==> src/rtl/sar_search4.sv <==
// Successive-approximation search of a WIDTH-bit target through an external magnitude comparator.
// Optional macro SAR_EARLY_EXIT_EN: finish as soon as the comparator reports equality.
module sar_search4 #(
  parameter int unsigned WIDTH = 4
) (
  input  logic             clk,
  input  logic             rst,
  input  logic             start,
  input  logic             cmp_eq,
  input  logic             cmp_gt,
  input  logic             cmp_lt,
  output logic [WIDTH-1:0] probe,
  output logic             busy,
  output logic             done,
  output logic             err,
  output logic [WIDTH-1:0] result
);

  localparam int unsigned IDX_W = (WIDTH > 1) ? $clog2(WIDTH) : 1;

  typedef enum logic {S_IDLE, S_SEARCH} state_t;

  state_t           r_state;
  logic [IDX_W-1:0] r_idx;
  logic [WIDTH-1:0] r_probe;
  logic [WIDTH-1:0] r_result;
  logic             r_busy;
  logic             r_done;
  logic             r_err;

  logic [2:0]       w_resp;
  logic             w_onehot;
  logic             w_early;
  logic [WIDTH-1:0] w_decided;
  logic [WIDTH-1:0] w_next_probe;

  assign w_resp   = {cmp_eq, cmp_gt, cmp_lt};
  assign w_onehot = (w_resp == 3'b100) || (w_resp == 3'b010) || (w_resp == 3'b001);

`ifdef SAR_EARLY_EXIT_EN
  assign w_early = cmp_eq;
`else
  assign w_early = 1'b0;
`endif

  // Current bit is kept on gt/eq and cleared on lt; the next lower bit becomes the trial bit.
  assign w_decided    = r_probe & ~(WIDTH'(cmp_lt) << r_idx);
  assign w_next_probe = w_decided | (WIDTH'(1) << (r_idx - IDX_W'(1)));

  always_ff @(posedge clk) begin
    if (rst) begin
      r_state  <= S_IDLE;
      r_idx    <= '0;
      r_probe  <= '0;
      r_result <= '0;
      r_busy   <= 1'b0;
      r_done   <= 1'b0;
      r_err    <= 1'b0;
    end else begin
      r_done <= 1'b0;
      case (r_state)
        S_IDLE: begin
          if (start) begin
            r_probe <= WIDTH'(1) << (WIDTH - 1);
            r_idx   <= IDX_W'(WIDTH - 1);
            r_err   <= 1'b0;
            r_busy  <= 1'b1;
            r_state <= S_SEARCH;
          end
        end
        S_SEARCH: begin
          if (!w_onehot) begin
            r_result <= '0;
            r_err    <= 1'b1;
            r_done   <= 1'b1;
            r_busy   <= 1'b0;
            r_state  <= S_IDLE;
          end else if (w_early) begin
            r_result <= r_probe;
            r_done   <= 1'b1;
            r_busy   <= 1'b0;
            r_state  <= S_IDLE;
          end else if (r_idx == '0) begin
            r_result <= w_decided;
            r_probe  <= w_decided;
            r_done   <= 1'b1;
            r_busy   <= 1'b0;
            r_state  <= S_IDLE;
          end else begin
            r_probe <= w_next_probe;
            r_idx   <= r_idx - IDX_W'(1);
          end
        end
        default: r_state <= S_IDLE;
      endcase
    end
  end

  assign probe  = r_probe;
  assign busy   = r_busy;
  assign done   = r_done;
  assign err    = r_err;
  assign result = r_result;

endmodule

==> config.mk <==
export PLATFORM = sky130hd
export DESIGN_NAME = sar_search4
export DESIGN_NICKNAME = d
export VERILOG_FILES = /design/src/rtl/sar_search4.sv
export SDC_FILE = /design/constraint.sdc
export NUM_CORES = 1
export LEC_CHECK = 0
export CORE_UTILIZATION = 23
export CTS_CLUSTER_SIZE = 24
export DETAILED_ROUTE_END_ITERATION = 10
export GPL_TIMING_DRIVEN = 0
export SLEW_MARGIN = 10
export SYNTH_ARGS = -nofsm -noshare
export SYNTH_HDL_FRONTEND = slang
export SYNTH_SLANG_ARGS = --single-unit
==> constraint.sdc <==
create_clock -name clk -period 1.45 [get_ports clk]
set_input_delay 0.435 -clock clk [delete_from_list [all_inputs] [get_ports clk]]
set_output_delay 0.435 -clock clk [all_outputs]
set_load 0.02 [all_outputs]
==> results.ini <==
[place]
gp_congestion = 0.825
portBuffers = 15
numPlacedInstances = 122
dp_hpwl_um = 1070

[grt]
grt_pass1_wl_um = 2680
grt_max_degree = 11
grt_usage_pct = 10.7
grt_pass1_vias = 574
overflow = 0
antenna_found_initial = 0

[synthesis]
syn_nets = 84
synth_area_leader_cell = dfxtp_1
synth_xor_xnor_area_share_pct = 1.31
synth_compound_area_share_pct = 31.4
synth_mux_area_share_pct = 1.68
yosys.area_share.simple_pct = 14.2
synth_area_um2 = 669
synth_top_area_share_pct = 41.9
ys_ff_latch = 14
ys_warn_count = 0
synthCells = 76
synthDistinctLibCells = 28
ys_top_cells_by_area = dfxtp_1, o32ai_1, a211oi_2
ys_seq_area_share_pct = 41.9
syn_avg_cell_area_um2 = 8.81
synth_top_family_by_area = compound AO/OA/AOI/OAI gates
yosys.area_share.adder_pct = 3.74

[final_layout]
area_growth_syn_to_layout_pct = 46.5
seqCellArea_um2 = 288
multi_input_area_um2 = 404
drive_gt1_share_pct = 28.7
final_cell_mix = dfxtp_1, dlygate4sd2_1, nor2_1
fillers = 290
nNetsFinal = 110
layout.cells.non_filler = 132
n_antenna_cell = 0
layout_commonest_cell = dfxtp_1

[detailed_routing]
drtPass1Iterations = 7
drcViolationCount = 0
detail-route-antenna-nets = 0
via_count = 661
vias_per_cell = 5.01
wire_per_inst_um = 12.5
drt_wl_total_um = 1650
initialDrtViolationCount = 15

[timing]
finClkSkew_ps = 0.984
setup_tns_ps = 0
drv_slew = 0
fin_crit_sh_pct = 98.5
worstMarginPinSlew_ps = 408
finalSetupViolations = 0
period_minus_slack_ps = 1430
relSlewSlack_pct = 72.8
hold_viol = 0
timing.fmax_ghz = 0.700

[clock_tree]
root_buffer = clkbuf_4
cts_made_buffers = 3
clock_latency_ps = 280
clk_pin_slew_ps = 90
cts.path.max_buffers = 2
cts_tree = built
cts.htree.levels = 1
clock-sinks = 14
cts_hold_buf = 0

[setup_path]
worstReg2RegEnd = probe[1]
crit_type = reg2out
critPathCaptureType = output port
critPathArrivalTime_ps = 990
critical_path_required_ps = 1020
crit_start = err
ff2ff_path_depth = 6
crit_cells = 1
start_kind = register
path_cells = dlygate4sd2_1
cp_num_buf_inv = 1
cp_max_fo = 2
critPathSlowestCell = dlygate4sd2_1
slowest_delay_ps = 360
rr_startpoint = r_idx[1]
critical-path-top-delay-family = buffers and inverters
worstSetupEndpoint = err
r2r_slack_ps = 60

[pwr]
peakVddDrop_mv = 0.392
power.leakage_nw = 0.396
power.density_nw_per_um2 = 914

[floorplanning]
fp.dieH_um = 56.0
floorplan.initialDensity_pct = 24.3
rows = 19
ioPinCount = 17
core_area_um2 = 2760
dieArea_um2 = 3130
fp.dieW_um = 56.0

[run]
maxCapViolations = 0

[outcome]
status = finished clean

[min_path]
hp-class = reg2reg

## registers in the layout (all words and copies together), names as in the netlist
| name | flops |
|---|---|
| busy | 1 |
| done | 1 |
| err | 1 |
| probe | 4 |
| r_idx | 2 |
| r_state | 1 |
| result | 4 |
## report_power, final
| group | total [mW] | internal, mW | leakage, nW | switching [mW] |
|---|---|---|---|---|
| logic | 0.199 | 0.0861 | 0.259 | 0.113 |
| clock network | 0.285 | 0.153 | 0.0210 | 0.132 |
| registers | 0.414 | 0.402 | 0.116 | 0.0119 |
| total | 0.897 | 0.641 | 0.396 | 0.256 |
## how the worst min path moves through the flow
| stage | slack (ps) | depth (start not counted) | endpoint | start |
|---|---|---|---|---|
| 2_1_floorplan | 530 | 2 | result[0] | result[0] |
| 3_5_place_dp | 450 | 2 | result[0] | result[0] |
| 5_1_grt | 480 | 2 | result[1] | result[1] |
| 4_1_cts | 460 | 2 | result[1] | result[1] |
| 3_3_place_gp | 450 | 2 | result[0] | result[0] |
| 6_report | 460 | 2 | result[1] | result[1] |
## per-stage QoR
stage	setup slack (ps)	utilization, %	cell area [µm²]	hold WS, ps	power, mW
3_5_place_dp	-560	31.1	858	454	0.584
6_report	21.9	35.6	981	463	0.897
5_1_grt	-4.26	35.6	981	477	0.939
4_1_cts	3.12	33.8	932	464	0.873
2_1_floorplan	3.51	-	669	529	0.528
3_3_place_gp	-548	31.1	858	449	0.581
## repair_timing
action | in CTS | in global routing
endpoints found under the setup margin | 23 | 11
setup buffers | 2 | 4
pin swaps | 2 | 7
resized for setup | 25 | 14
## cell type report
| type | count | share of cell area [%] |
|---|---|---|
| Buffer | 3 | 1.40 |
| Clock buffer | 4 | 3.70 |
| Inverter | 7 | 3.19 |
| Multi-Input combinational cell | 52 | 41.2 |
| Sequential cell | 14 | 29.3 |
| Tap cell | 31 | 3.95 |
| Timing Repair Buffer | 21 | 17.2 |
## cell families after synthesis
kind of cell | after synthesis
buffers and inverters | 10
muxes | 1
xor gates and xnor gates | 1
AOI/OAI and AO/OA | 28
adders and majority gates | 2
and+or+nand+nor | 20
DFF | 14
## synthesized netlist by cell type
| cell | n |
|---|---|
| a22oi_1 | 1 |
| o221a_1 | 1 |
| mux2_2 | 1 |
| a21oi_1 | 5 |
| a211oi_2 | 2 |
| inv_2 | 1 |
| nor2_1 | 6 |
| o211ai_1 | 1 |
| buf_2 | 1 |
| nand3b_1 | 2 |
| xor2_1 | 1 |
| nor2b_1 | 2 |
| o32ai_1 | 3 |
| dfxtp_1 | 14 |
| ha_1 | 2 |
| nand2b_1 | 1 |
| nand3_1 | 4 |
| clkbuf_1 | 2 |
| o21ba_1 | 1 |
| a211o_1 | 1 |
| o211a_1 | 1 |
| o2bb2ai_1 | 1 |
| o211ai_2 | 1 |
| nand2_1 | 5 |
| o21ai_0 | 4 |
| o21ai_1 | 3 |
| a21o_1 | 3 |
| inv_1 | 6 |
## metal layers
layer  share of wire, %  up-vias  global-route usage, %
li1                   -      324                      -
met1                 44      309                   14.0
met2                 48       21                   16.7
met3                5.4        7                   2.79
met4                2.5        0                   4.88
met5                  0        -                      0
Power figures use the tool's default switching activity.
==> RTL edit 1, RTL diff (same flow settings) <==
The parameter `WIDTH` goes from 4 to 8.
--- a/src/rtl/sar_search4.sv
+++ b/src/rtl/sar_search4.sv
@@ -1,7 +1,7 @@
 // Successive-approximation search of a WIDTH-bit target through an external magnitude comparator.
 // Optional macro SAR_EARLY_EXIT_EN: finish as soon as the comparator reports equality.
 module sar_search4 #(
-  parameter int unsigned WIDTH = 4
+  parameter int unsigned WIDTH = 8
 ) (
   input  logic             clk,
   input  logic             rst,
Ports: changed (resized probe and result); port bits go from 17 to 25. No check against the original RTL was run, so the function may have changed too.
==> RTL edit 1 against the original RTL <==
- setup slack better by 0.020 ns
- sequential cell count grew 9
- synthesized area grew 75%
- first-iteration DRC count grew to 4.9 times the old value
- clock skew is 0.0030 ns higher
- count of clock-buffer cells in the layout is the same
- wire length is 89% higher
- power up 64%
- cell area rose by 75%
==> RTL edit 1: results (changes against the original RTL) <==
vias in the first global route 1011 (+76%); Placer Congestion 0.816 (-1.1%); ranking of synthesized cells by area dfxtp_1 (39%), o32ai_2 (9.7%), ha_1 (5.3%); largest net degree at the start of global routing 13 (+2); filler cell count 512 (+77%); register area share after synthesis 39.3% (-2.6 points); Clock Skew 0.00396 ns (+0.00297 ns); outcome completed; GRT Util Overall 12.9% (+2.1 points); top post-synthesis cells by count dfxtp_1 (23), nand2_1 (16), o32ai_2 (7); Sw Share 30.4% (+1.8 points); drt via density 4.81 (-4.0%); Warnings, synthesis 0 (unchanged); Crit path max-delay family flip-flops; Avg WL per Cell 13.8 um (+10%); DRT iter0 DRCs 73 (+58); CP max-delay cell dfxtp_1; DR WL met3 151 um (+70%); Final #Nets 172 (+56%); post-synthesis net count 136 (+62%); GR Layer Usage met3 3.84% (+1.1 points); grt met1 use 18.3% (+4.3 points); metal2 WL 1.52 mm (+91%); Clock Latency Late Sink 0.26 ns (-0.02 ns); GR Util met2 19.5% (+2.9 points); peak supply drop 421 uV (+7.4%); Critical Path Fanout Max 3 (+1); Leak 0.000669 uW (+69%); layout cells sized above 1 29.4% (+0.66 points); port bufs 24 (+9); worst slew pin tran 0.385 ns (-0.0226 ns); first-pass GRT wire length 5.22 mm (+95%); dpl hpwl 2.06 mm (+92%); met1 wire length 1.44 mm (+100%)
==> RTL edit 1: through the flow <==
stage	instances	setup WS, ns	util (%)	area, sq um	hold slack [ns]
2_1_floorplan	125	0.0101	-	1200	0.532
3_3_place_gp	216	-0.743	31.6	1520	0.469
3_5_place_dp	216	-0.737	31.6	1520	0.471
4_1_cts	224	0.0113	34.1	1640	0.483
5_1_grt	227	-0.0297	35.6	1710	0.504
6_report	227	0.0422	35.6	1710	0.481
==> RTL edit 1: path summary, 6_finish.rpt <==
check / start / to / slack, ns
worst min register to register: result[4] / result[4] / 0.48
worst min-delay path: result[4] / result[4] / 0.48
worst max register to register: r_idx[1] / result[3] / 0.06
worst max-delay path: probe[6] / probe[6] / 0.04
==> RTL edit 1: kinds of logic after synthesis <==
kind of cell,count (synthesis),share of synthesized area [%]
buf+inv,13,5.02
simple gates,39,15.9
flops,23,39.3
xor+xnor,1,0.747
fa+ha+maj,5,5.34
compound gates,41,31.0
mux,3,2.77
==> RTL edit 1: repair_timing <==
action                                  in CTS  in global routing
pin swaps                                    4                  4
endpoints found under the setup margin      41                 21
endpoints found under the hold margin        0                  0
buffers inserted                             4                  4
resized for setup                           47                 23
==> RTL edit 1: final cells by class <==
class / count / area, sq um / share of cell area [%]
flip-flops and latches: 23 / 470 / 27.5
well taps: 67 / 83.8 / 4.89
repair buffers: 32 / 285 / 16.7
clock buffers: 4 / 45.0 / 2.63
inverters: 6 / 32.5 / 1.90
plain buffers: 6 / 46.3 / 2.70
multi-input cells: 89 / 749 / 43.8
==> RTL edit 1: power groups by stage <==
stage,Combinational (uW),Clock (uW),Sequential [uW]
floorplan,185,0,714
global placement,302,0,702
detailed placement,304,0,701
CTS,352,412,678
global route,421,444,692
finish,386,400,687
==> RTL edit 2, RTL diff (same settings) <==
Without the edit above. Make the reset (`rst`) asynchronous in one clocked block.
--- a/src/rtl/sar_search4.sv
+++ b/src/rtl/sar_search4.sv
@@ -47,7 +47,7 @@
   assign w_decided    = r_probe & ~(WIDTH'(cmp_lt) << r_idx);
   assign w_next_probe = w_decided | (WIDTH'(1) << (r_idx - IDX_W'(1)));
 
-  always_ff @(posedge clk) begin
+  always_ff @(posedge clk or posedge rst) begin
     if (rst) begin
       r_state  <= S_IDLE;
       r_idx    <= '0;
Formal check against the unedited RTL: differs if rst is asserted again (counterexample within 4 cycles, from zero or initial values and one cycle with rst high); with rst held inactive, the same outputs for 10 cycles.
==> RTL edit 2 against the original RTL <==
- the run now ends with setup timing left
- critical path depth increased by 6
- sequential cell count unchanged
- critical path type is now reg2reg
- wire length increased by 16%
- critical endpoint is now r_idx[0]
- first-iteration DRC count increased by 40%
- setup slack got worse by 0.16 ns
- synthesized area increased by 14%
- cell area increased by 15%
Power is not compared: it rests on default switching activity, and its combinational part moved more than twofold at a synthesized area within 25%.
==> RTL edit 2: results (changes against the original RTL) <==
outcome complete, but fails checks; failing checks setup timing; Post-DP Area 993 sq um (+16%); origin of the critical flop-to-flop path r_idx[0]; drt via density 4.60 (-8.1%); TritonRoute pass-1 iters 4 (-3); Synth async-reset ratio 100% (+100 points); Startpoint Class flip-flop; Critical Path Fanout Max 3 (+1); Clock Skew 0.00494 ns (+0.00395 ns); cells after synthesis 78 (+2.6%); Final #Nets 117 (+6.4%); placed insts 138 (+13%); GRT Util Overall 11.8% (+1.1 points); ANT cells 0 (unchanged); CTS Buffer Depth 2 (unchanged); ranking of synthesized cells by area dfrtp_1 (46%), o21ai_0 (7.9%), ha_1 (4.9%); register area share after synthesis 45.8% (+4.0 points); peak supply drop 523 uV; Sw Share a little over two fifths; worst slew pin tran 0.524 ns (+0.117 ns); post-synthesis net count 87 (+3.6%); Clock Tree Root clkbuf_4; Yosys cell types 25 (-11%); CTS clk-pin slew, worst paths 0.09 ns (about the same); Crit path max-delay family simple AND/OR/NAND/NOR gates; vias in the first global route 739 (+29%); comb pwr 1080 uW; layout cells sized above 1 49.5% (+21 points); Leak 0.000508 uW; via count 695 (+5.1%); Slew Viols, Final 0 (unchanged); CP max-delay cell or4b_4; endpoints failing setup 8 (+8); Worst Hold Class in2async; max incr delay on CP 0.49 ns (+0.13 ns); dpl hpwl 1.25 mm (+16%); Warnings, synthesis 0 (unchanged); first-pass GRT wire length 3.08 mm (+15%); arrival time worst endpoint 1.81 ns (+0.82 ns); Place WS -0.701 ns (-0.141 ns); DRT iter0 DRCs 21 (+6); setup TNS -0.838 ns (-0.838 ns); top post-synthesis cells by count dfrtp_1 (14), o21ai_0 (12), nand2_1 (10), inv_1 (9), o21ai_1 (6); initial antenna violation count 0 (unchanged); Clock Latency Late Sink about 0.29 ns; final WL 1.91 mm (+16%); Seq. pwr 630 uW; H-tree depth 1 (unchanged); largest net degree at the start of global routing 15 (+4); port bufs 16 (+1); CTS Buf Count 3 (unchanged); Placer Congestion 0.781 (-5.4%); total power 2000 uW; Setup WS post-layout -0.140 ns (-0.162 ns)
-- RTL edit 2: cell count changes after synthesis, sizes merged, moves of 3 or more --
cell and delta:
dfxtp -14, nand3 -3, nand2 +5, o21ai +12
a21o -3, dfrtp +14, a21oi -3
-- RTL edit 2: cell families after synthesis --
family / share of synthesized area, %
AO/OA/AOI/OAI: 28.2
AND/OR/NAND/NOR: 12.8
flip-flops: 45.8
buffers and inverters: 6.22
adder cells (fa/ha/maj): 4.91
XOR/XNOR: 2.13
-- RTL edit 2: repair_timing --
item                                    in CTS  in global routing
pin swaps                                    1                  2
resized for setup                           33                 26
setup buffers                                7                  2
endpoints found under the setup margin      25                 19
hold buffers                                 0                  0
-- RTL edit 2: worst reg2reg max path, stage by stage, from the launching register on --
cell      delay (ns)
dfrtp_2         0.40
inv_4           0.04
ha_4            0.15
or4b_4          0.49
o311ai_4        0.13
buf_4           0.18
nand2_2         0.05
o21ai_1         0.08
-- RTL edit 2: worst paths after layout --
| path | to | cells past startpoint | slack (ns) |
|---|---|---|---|
| max | r_idx[0] | 7 | -0.14 |
| min | err | 2 | 0.49 |
| max reg2reg | r_idx[0] | 7 | -0.14 |
| min reg2reg | result[0] | 2 | 0.52 |
| max in group asynchronous | probe[0] | 2 | 0.58 |
| min in group clk | result[0] | 2 | 0.52 |
-- RTL edit 2: layer usage --
metal  share of wire, %  global-route usage (%)  vias to the layer above  wire length (um)
li1                   -                       -                      335                 -
met1                 44                    12.3                      332               831
met2                 50                    20.8                       22               950
met3                4.6                    4.76                        6                87
met4                2.0                    4.98                        0                39
met5                  0                       0                        -                 0
-- RTL edit 2: area by class of cell --
cell class              count  area, sq um
fillers                   339         1970
well taps                  44         55.1
plain buffers               1         13.8
multi-input cells          54          430
clock buffers               4         36.3
repair buffers             25          201
flip-flops and latches     14          354
inverters                   9         41.3
